[src/rtl/mc_controller.sv]
// Control FSM for a multicycle MIPS-subset datapath.
// Decodes the IR fields into datapath selects and one-cycle write/access strobes.
module mc_controller #(
   parameter int unsigned MD_LAT   = 8,
   parameter int unsigned MEM_WAIT = 1
) (
   input  logic       clk,
   input  logic       rst,
   input  logic [5:0] op,
   input  logic [5:0] func,
   input  logic [4:0] rt,
   input  logic       zero,
   input  logic       sign,
   input  logic       mem_ready,
   output logic       PCWr,
   output logic       IRWr,
   output logic       RegWr,
   output logic       MemRd,
   output logic       MemWr,
   output logic       ALUSrcA,
   output logic [1:0] ALUSrcB,
   output logic [1:0] RegDst,
   output logic [1:0] MemtoReg,
   output logic [4:0] ALUctr,
   output logic [1:0] NPCop,
   output logic       ExtOp,
   output logic       MDstart,
   output logic       illegal,
   output logic       busy,
   output logic [3:0] state
);

   localparam int unsigned CNT_W = 8;

   localparam logic [3:0] S_FETCH  = 4'd0;
   localparam logic [3:0] S_DECODE = 4'd1;
   localparam logic [3:0] S_EXE    = 4'd2;
   localparam logic [3:0] S_MEMADR = 4'd3;
   localparam logic [3:0] S_MEMRD  = 4'd4;
   localparam logic [3:0] S_MEMWR  = 4'd5;
   localparam logic [3:0] S_WB     = 4'd6;
   localparam logic [3:0] S_BRANCH = 4'd7;
   localparam logic [3:0] S_JUMP   = 4'd8;
   localparam logic [3:0] S_MDWAIT = 4'd9;

   localparam logic [4:0] ALU_ADD  = 5'd0;
   localparam logic [4:0] ALU_SUB  = 5'd1;
   localparam logic [4:0] ALU_AND  = 5'd2;
   localparam logic [4:0] ALU_OR   = 5'd3;
   localparam logic [4:0] ALU_SLT  = 5'd4;
   localparam logic [4:0] ALU_SLTU = 5'd5;
   localparam logic [4:0] ALU_LUI  = 5'd6;
   localparam logic [4:0] ALU_SLL  = 5'd7;

   logic [3:0]       state_q, state_d;
   logic [CNT_W-1:0] cnt_q, cnt_d;

   logic is_r, r_alu, r_jr, r_jalr, r_mf, r_md;
   logic i_lw, i_sw, i_beq, i_bne, i_regimm, i_bltz, i_bgez;
   logic i_addiu, i_ori, i_lui, i_j, i_jal;
   logic c_mem, c_br, c_jmp, c_md, c_exe, legal;
   logic mem_done, br_take;
   logic pc_wr, ir_wr, reg_wr, mem_rd, mem_wr, md_start, ill;

   // Instruction class decode from the current IR fields
   assign is_r     = (op == 6'h00);
   assign r_alu    = is_r && (func == 6'h21 || func == 6'h23 || func == 6'h24 || func == 6'h25 ||
                              func == 6'h2A || func == 6'h2B || func == 6'h00);
   assign r_jr     = is_r && (func == 6'h08);
   assign r_jalr   = is_r && (func == 6'h09);
   assign r_mf     = is_r && (func == 6'h10 || func == 6'h12);
   assign r_md     = is_r && (func == 6'h18 || func == 6'h19 || func == 6'h1A || func == 6'h1B);
   assign i_lw     = (op == 6'h23);
   assign i_sw     = (op == 6'h2B);
   assign i_beq    = (op == 6'h04);
   assign i_bne    = (op == 6'h05);
   assign i_regimm = (op == 6'h01);
   assign i_bltz   = i_regimm && (rt == 5'd0);
   assign i_bgez   = i_regimm && (rt == 5'd1);
   assign i_addiu  = (op == 6'h09);
   assign i_ori    = (op == 6'h0D);
   assign i_lui    = (op == 6'h0F);
   assign i_j      = (op == 6'h02);
   assign i_jal    = (op == 6'h03);

   assign c_mem = i_lw || i_sw;
   assign c_br  = i_beq || i_bne || i_bltz || i_bgez;
   assign c_jmp = i_j || i_jal || r_jr || r_jalr;
   assign c_md  = r_md;
   assign c_exe = r_alu || r_mf || i_addiu || i_ori || i_lui;
   assign legal = c_mem || c_br || c_jmp || c_md || c_exe;

   assign mem_done = mem_ready || (MEM_WAIT == 0);
   assign br_take  = (i_beq && zero) || (i_bne && !zero) || (i_bltz && sign) || (i_bgez && !sign);

   // State and multiply/divide residency counter
   always_ff @(posedge clk) begin
      if (!rst) begin
         state_q <= S_FETCH;
         cnt_q   <= '0;
      end else begin
         state_q <= state_d;
         cnt_q   <= cnt_d;
      end
   end

   // Next-state logic
   always_comb begin
      state_d = S_FETCH;
      cnt_d   = cnt_q;
      case (state_q)
         S_FETCH:  state_d = mem_done ? S_DECODE : S_FETCH;
         S_DECODE: begin
            if (c_mem)      state_d = S_MEMADR;
            else if (c_br)  state_d = S_BRANCH;
            else if (c_jmp) state_d = S_JUMP;
            else if (c_md) begin
               state_d = S_MDWAIT;
               cnt_d   = CNT_W'(MD_LAT - 1);
            end
            else if (c_exe) state_d = S_EXE;
            else            state_d = S_FETCH;
         end
         S_EXE:    state_d = S_WB;
         S_MEMADR: state_d = i_lw ? S_MEMRD : S_MEMWR;
         S_MEMRD,
         S_MEMWR:  state_d = mem_done ? S_FETCH : state_q;
         S_MDWAIT: begin
            if (cnt_q == '0) begin
               state_d = S_FETCH;
            end else begin
               state_d = S_MDWAIT;
               cnt_d   = cnt_q - CNT_W'(1);
            end
         end
         default:  state_d = S_FETCH;
      endcase
   end

   // Output decode: registered state plus mem_ready/zero/sign
   always_comb begin
      pc_wr    = 1'b0;
      ir_wr    = 1'b0;
      reg_wr   = 1'b0;
      mem_rd   = 1'b0;
      mem_wr   = 1'b0;
      md_start = 1'b0;
      ill      = 1'b0;
      ALUSrcA  = 1'b0;
      ALUSrcB  = 2'd0;
      RegDst   = 2'd0;
      MemtoReg = 2'd0;
      ALUctr   = ALU_ADD;
      NPCop    = 2'd0;
      ExtOp    = 1'b0;
      case (state_q)
         S_FETCH: begin
            mem_rd  = 1'b1;
            ALUSrcB = 2'd1;
            if (mem_done) begin
               pc_wr = 1'b1;
               ir_wr = 1'b1;
            end
         end
         S_DECODE: begin
            ALUSrcB  = 2'd3;
            ExtOp    = 1'b1;
            md_start = c_md;
            ill      = !legal;
         end
         S_EXE: begin
            ALUSrcA = 1'b1;
            if (is_r) begin
               ALUSrcB = 2'd0;
               case (func)
                  6'h23:   ALUctr = ALU_SUB;
                  6'h24:   ALUctr = ALU_AND;
                  6'h25:   ALUctr = ALU_OR;
                  6'h2A:   ALUctr = ALU_SLT;
                  6'h2B:   ALUctr = ALU_SLTU;
                  6'h00:   ALUctr = ALU_SLL;
                  default: ALUctr = ALU_ADD;
               endcase
            end else begin
               ALUSrcB = 2'd2;
               ExtOp   = i_addiu;
               if (i_ori)      ALUctr = ALU_OR;
               else if (i_lui) ALUctr = ALU_LUI;
               else            ALUctr = ALU_ADD;
            end
         end
         S_WB: begin
            reg_wr   = 1'b1;
            RegDst   = is_r ? 2'd1 : 2'd0;
            MemtoReg = r_mf ? 2'd3 : 2'd0;
         end
         S_MEMADR: begin
            ALUSrcA = 1'b1;
            ALUSrcB = 2'd2;
            ExtOp   = 1'b1;
         end
         S_MEMRD: begin
            mem_rd = 1'b1;
            if (mem_done) begin
               reg_wr   = 1'b1;
               MemtoReg = 2'd1;
            end
         end
         S_MEMWR:  mem_wr = 1'b1;
         S_BRANCH: begin
            ALUSrcA = 1'b1;
            ALUctr  = i_regimm ? ALU_SLT : ALU_SUB;
            if (br_take) begin
               pc_wr = 1'b1;
               NPCop = 2'd1;
            end
         end
         S_JUMP: begin
            pc_wr = 1'b1;
            NPCop = (r_jr || r_jalr) ? 2'd3 : 2'd2;
            if (i_jal) begin
               reg_wr   = 1'b1;
               RegDst   = 2'd2;
               MemtoReg = 2'd2;
            end else if (r_jalr) begin
               reg_wr   = 1'b1;
               RegDst   = 2'd1;
               MemtoReg = 2'd2;
            end
         end
         default: ;
      endcase
   end

   // Reset suppresses every strobe; only the FETCH read stays visible
   assign PCWr    = rst && pc_wr;
   assign IRWr    = rst && ir_wr;
   assign RegWr   = rst && reg_wr;
   assign MemWr   = rst && mem_wr;
   assign MDstart = rst && md_start;
   assign illegal = rst && ill;
   assign MemRd   = mem_rd && (rst || state_q == S_FETCH);
   assign busy    = (state_q != S_FETCH);
   assign state   = state_q;

endmodule
[config.mk]
export PLATFORM = sky130hd
export DESIGN_NAME = mc_controller
export DESIGN_NICKNAME = d
export VERILOG_FILES = /design/src/rtl/mc_controller.sv
export SDC_FILE = /design/constraint.sdc
export NUM_CORES = 1
export LEC_CHECK = 0
export CAP_MARGIN = 20
export CORE_ASPECT_RATIO = 0.75
export CORE_MARGIN = 1.5
export CORE_UTILIZATION = 45
export CTS_CLUSTER_DIAMETER = 80
export DETAILED_ROUTE_END_ITERATION = 12
export GPL_TIMING_DRIVEN = 0
export PLACE_DENSITY = 0.81
export SLEW_MARGIN = 10
export SYNTH_ARGS = -nofsm -noshare
export SYNTH_HDL_FRONTEND = slang
export SYNTH_SLANG_ARGS = --single-unit
[constraint.sdc]
create_clock -name clk -period 2.7 [get_ports clk]
set_input_delay 0.54 -clock clk [delete_from_list [all_inputs] [get_ports clk]]
set_output_delay 0.54 -clock clk [all_outputs]
set_load 0.02 [all_outputs]
==> results.json <==
{
  "clkSlewWorstSetupHoldPaths_ns": 0.05,
  "cts_root_buffer": "clkbuf_8",
  "final-hold-violation-count": 0,
  "cp.arrival_ns": 2.24,
  "wl_per_cell_um": 17.59,
  "endpoint": "RegWr",
  "end_kind": "primary output",
  "antenna_left": 0,
  "async_reset_ff_share_pct": 0,
  "r2r-end": "cnt_q[6]",
  "grt_pass1_vias": 1610,
  "hold_class": "reg -> reg",
  "worstPathMaxFanout": 3,
  "drive_gt1_share_pct": 32.64,
  "grt-ovfl-total": 0,
  "fin_ws_ns": -0.07708,
  "rr_startpoint": "cnt_q[0]",
  "start_util_pct": 48.84,
  "p_leak_nw": 0.8543,
  "antenna_found_initial": 0,
  "place_inst": 264,
  "clock_latency_ns": 0.25,
  "num-nets-final": 264,
  "die_h_um": 49.91,
  "synth_area_mm2": 0.001320,
  "status": "complete, but fails checks",
  "post-route-period-util_pct": 102.9,
  "finClkSkew_ns": 0.006430,
  "ff_latch_area_um2": 240.2,
  "core-area_mm2": 0.002703,
  "final_core_util_pct": 75.93,
  "critPathLaunch": "op[2]",
  "clock_path_buffers": 2,
  "vias": 1779,
  "wl_met2_um": 2260,
  "wirelength_um": 4838,
  "rows": 16,
  "cp_common_cell": "buf_6",
  "multi_input_area_mm2": 0.001127,
  "rr_worst_depth": 8,
  "grt_pass1_wl_um": 7810,
  "hold_buffers": 0,
  "ys_seq_area_share_pct": 18.20,
  "synth_seq_cells": 12,
  "die_w_um": 65.54,
  "ir_drop_mv": 0.2855,
  "path_depth": 8,
  "synth_ff_type": "dfxtp_1",
  "groute.usage.overall_pct": 30.27,
  "grt_max_degree": 11,
  "routed.top_layer": "met4",
  "dp_hpwl_um": 3272,
  "max-cap-violations": 0,
  "whs_ns": 0.5012,
  "ios": 49,
  "crit_type": "in -> out",
  "yosys_warnings": 0,
  "wl_met3_um": 394,
  "drt_iter0_drc": 208,
  "setup-violations-final": 2,
  "io_buffers": 42,
  "crit_buf_inv": 4,
  "r2r_slack_ns": 0.60,
  "n_antenna_cell": 0,
  "cts_buffers": 3,
  "clock-sinks": 12,
  "route.detailed.drc": 0,
  "required_ns": 2.16,
  "cpMaxStageDelayCell": "or4_4",
  "met1_length_um": 2086,
  "finalWeightedCongestion": 0.9222,
  "post_drt_via_cell_ratio": 6.469,
  "placed_area_mm2": 0.001803,
  "die_area_mm2": 0.003271,
  "synth_cell_type_count": 54,
  "synth_cells": 185,
  "finalNonFillerCells": 275,
  "design_area_mm2": 0.002052,
  "max_clock_freq_mhz": 360.1,
  "powerDensity_mw_per_mm2": 266.7,
  "min_period_ns": 2.777,
  "cp-start-kind": "primary input",
  "first_pass_iters": 5,
  "crit_family": "simple AND/OR/NAND/NOR gates",
  "crit_chain": "buf_6 -> buf_6 -> or4_4 -> buf_6 -> nor4_4 -> a31oi_2 -> a21oi_1 -> buf_4",
  "synth_area_per_cell_um2": 7.135,
  "slew_violations": 0,
  "fillers": 203,
  "cts-htree-levels": 1,
  "synth_edf_count": 0,
  "syn_to_final_growth_pct": 55.45,
  "cts_tree": "built",
  "rsz0062_at_grt": "true",
  "power_mw": 0.5472,
  "max_stage_delay_ns": 0.52,
  "violations": "setup timing"
}
==> repair_timing <==
item	in CTS	in global routing
pin swaps	13	7
gates resized for setup	106	38
setup buffers	5	2
setup endpoints to repair	16	12
gates cloned	1	1
==> metal layers <==
| layer | up-vias | track usage (%) |
|---|---|---|
| li1 | 807 | - |
| met1 | 849 | 41.47 |
| met2 | 109 | 48.30 |
| met3 | 14 | 6.164 |
| met4 | 0 | 7.986 |
| met5 | - | 0 |
==> cells in the mapped netlist (2+ instances only) <==
cell | count | area, um2
nor4b_1 | 2 | 17.52
a21oi_1 | 11 | 55.05
nor4_1 | 5 | 31.28
dfxtp_1 | 12 | 240.2
o22ai_1 | 2 | 12.51
o41ai_1 | 2 | 17.52
buf_6 | 4 | 45.04
nand2_1 | 13 | 48.80
clkbuf_1 | 8 | 30.03
xor2_1 | 3 | 26.28
or3_1 | 9 | 56.30
nand4_1 | 3 | 18.77
inv_1 | 8 | 30.03
nor3_1 | 12 | 60.06
or3b_2 | 2 | 17.52
a31oi_1 | 5 | 31.28
or2_2 | 2 | 12.51
buf_2 | 3 | 15.01
or4_4 | 2 | 22.52
nor2b_1 | 8 | 50.05
nand3_1 | 8 | 40.04
nor2_1 | 11 | 41.29
a221oi_1 | 2 | 17.52
o31ai_1 | 4 | 30.03
or4_1 | 4 | 30.03
mux2i_1 | 2 | 20.02
nand4b_1 | 2 | 17.52
o21ai_0 | 9 | 45.04
buf_4 | 2 | 15.01
==> worst register-to-register path, stage by stage, from the launching register on <==
cell and delay, ns:
dfxtp_1 0.32, inv_1 0.09, ha_1 0.17, or3b_2 0.51
o31a_1 0.35, a21oi_2 0.17, buf_6 0.16, o21ai_0 0.09
a21oi_1 0.14
==> kinds of logic (layout without fill, tap and decap cells) <==
group	Yosys count	in the layout	synth area share (%)
other	1	2	0.2841
AO/OA/AOI/OAI	50	50	26.16
buffers and inverters	25	78	10.24
flip-flops	12	12	18.20
AND/OR/NAND/NOR	91	91	40.67
multiplexers	2	2	1.517
adder cells (fa/ha/maj)	1	1	0.9477
XOR/XNOR	3	3	1.991
==> through the flow <==
step | setup slack (ns) | TNS [ns]
floorplan | -0.06133 | -0.06615
global placement | -1.103 | -8.970
detailed placement | -1.125 | -9.877
CTS | -0.03238 | -0.03238
global route | -0.1108 | -0.2068
finish | -0.07708 | -0.08416
==> layout make-up <==
type                            instances  share of cell area [%]
Clock buffer                            3                   2.012
Buffer                                 16                   6.585
Sequential cell                        12                   11.71
Multi-Input combinational cell        149                   54.94
Timing Repair Buffer                   51                   21.10
Tap cell                               36                   2.195
Inverter                                8                   1.463
==> how the worst min path moves through the flow <==
stage,from,endpoint,cells past startpoint,slack (ns)
finish,cnt_q[5],cnt_q[5],2,0.50
CTS,cnt_q[5],cnt_q[5],2,0.49
floorplan,cnt_q[6],cnt_q[6],2,0.45
global route,cnt_q[5],cnt_q[5],2,0.52
global placement,cnt_q[6],cnt_q[6],2,0.47
detailed placement,cnt_q[5],cnt_q[5],2,0.48
==> power by group <==
group / switching [mW] / internal [mW] / leakage [nW]
clock network: 0.0687 / 0.0985 / 0.0216
logic: 0.111 / 0.0874 / 0.736
registers: 0.00209 / 0.179 / 0.0969
==> layout by cell type, fill, tap and decap left out, types with 9 or more instances in the layout <==
| master | n |
|---|---|
| buf_2 | 9 |
| buf_6 | 11 |
| nand2_1 | 13 |
| a21oi_1 | 11 |
| nor2_1 | 10 |
| buf_4 | 11 |
| dfxtp_1 | 12 |
| clkdlybuf4s50_1 | 15 |
==> state kept, by name, summed over array words and instances (netlist names) <==
register  flops
cnt_q         8
state         4
Note: power is estimated with default switching activity, not from simulation.
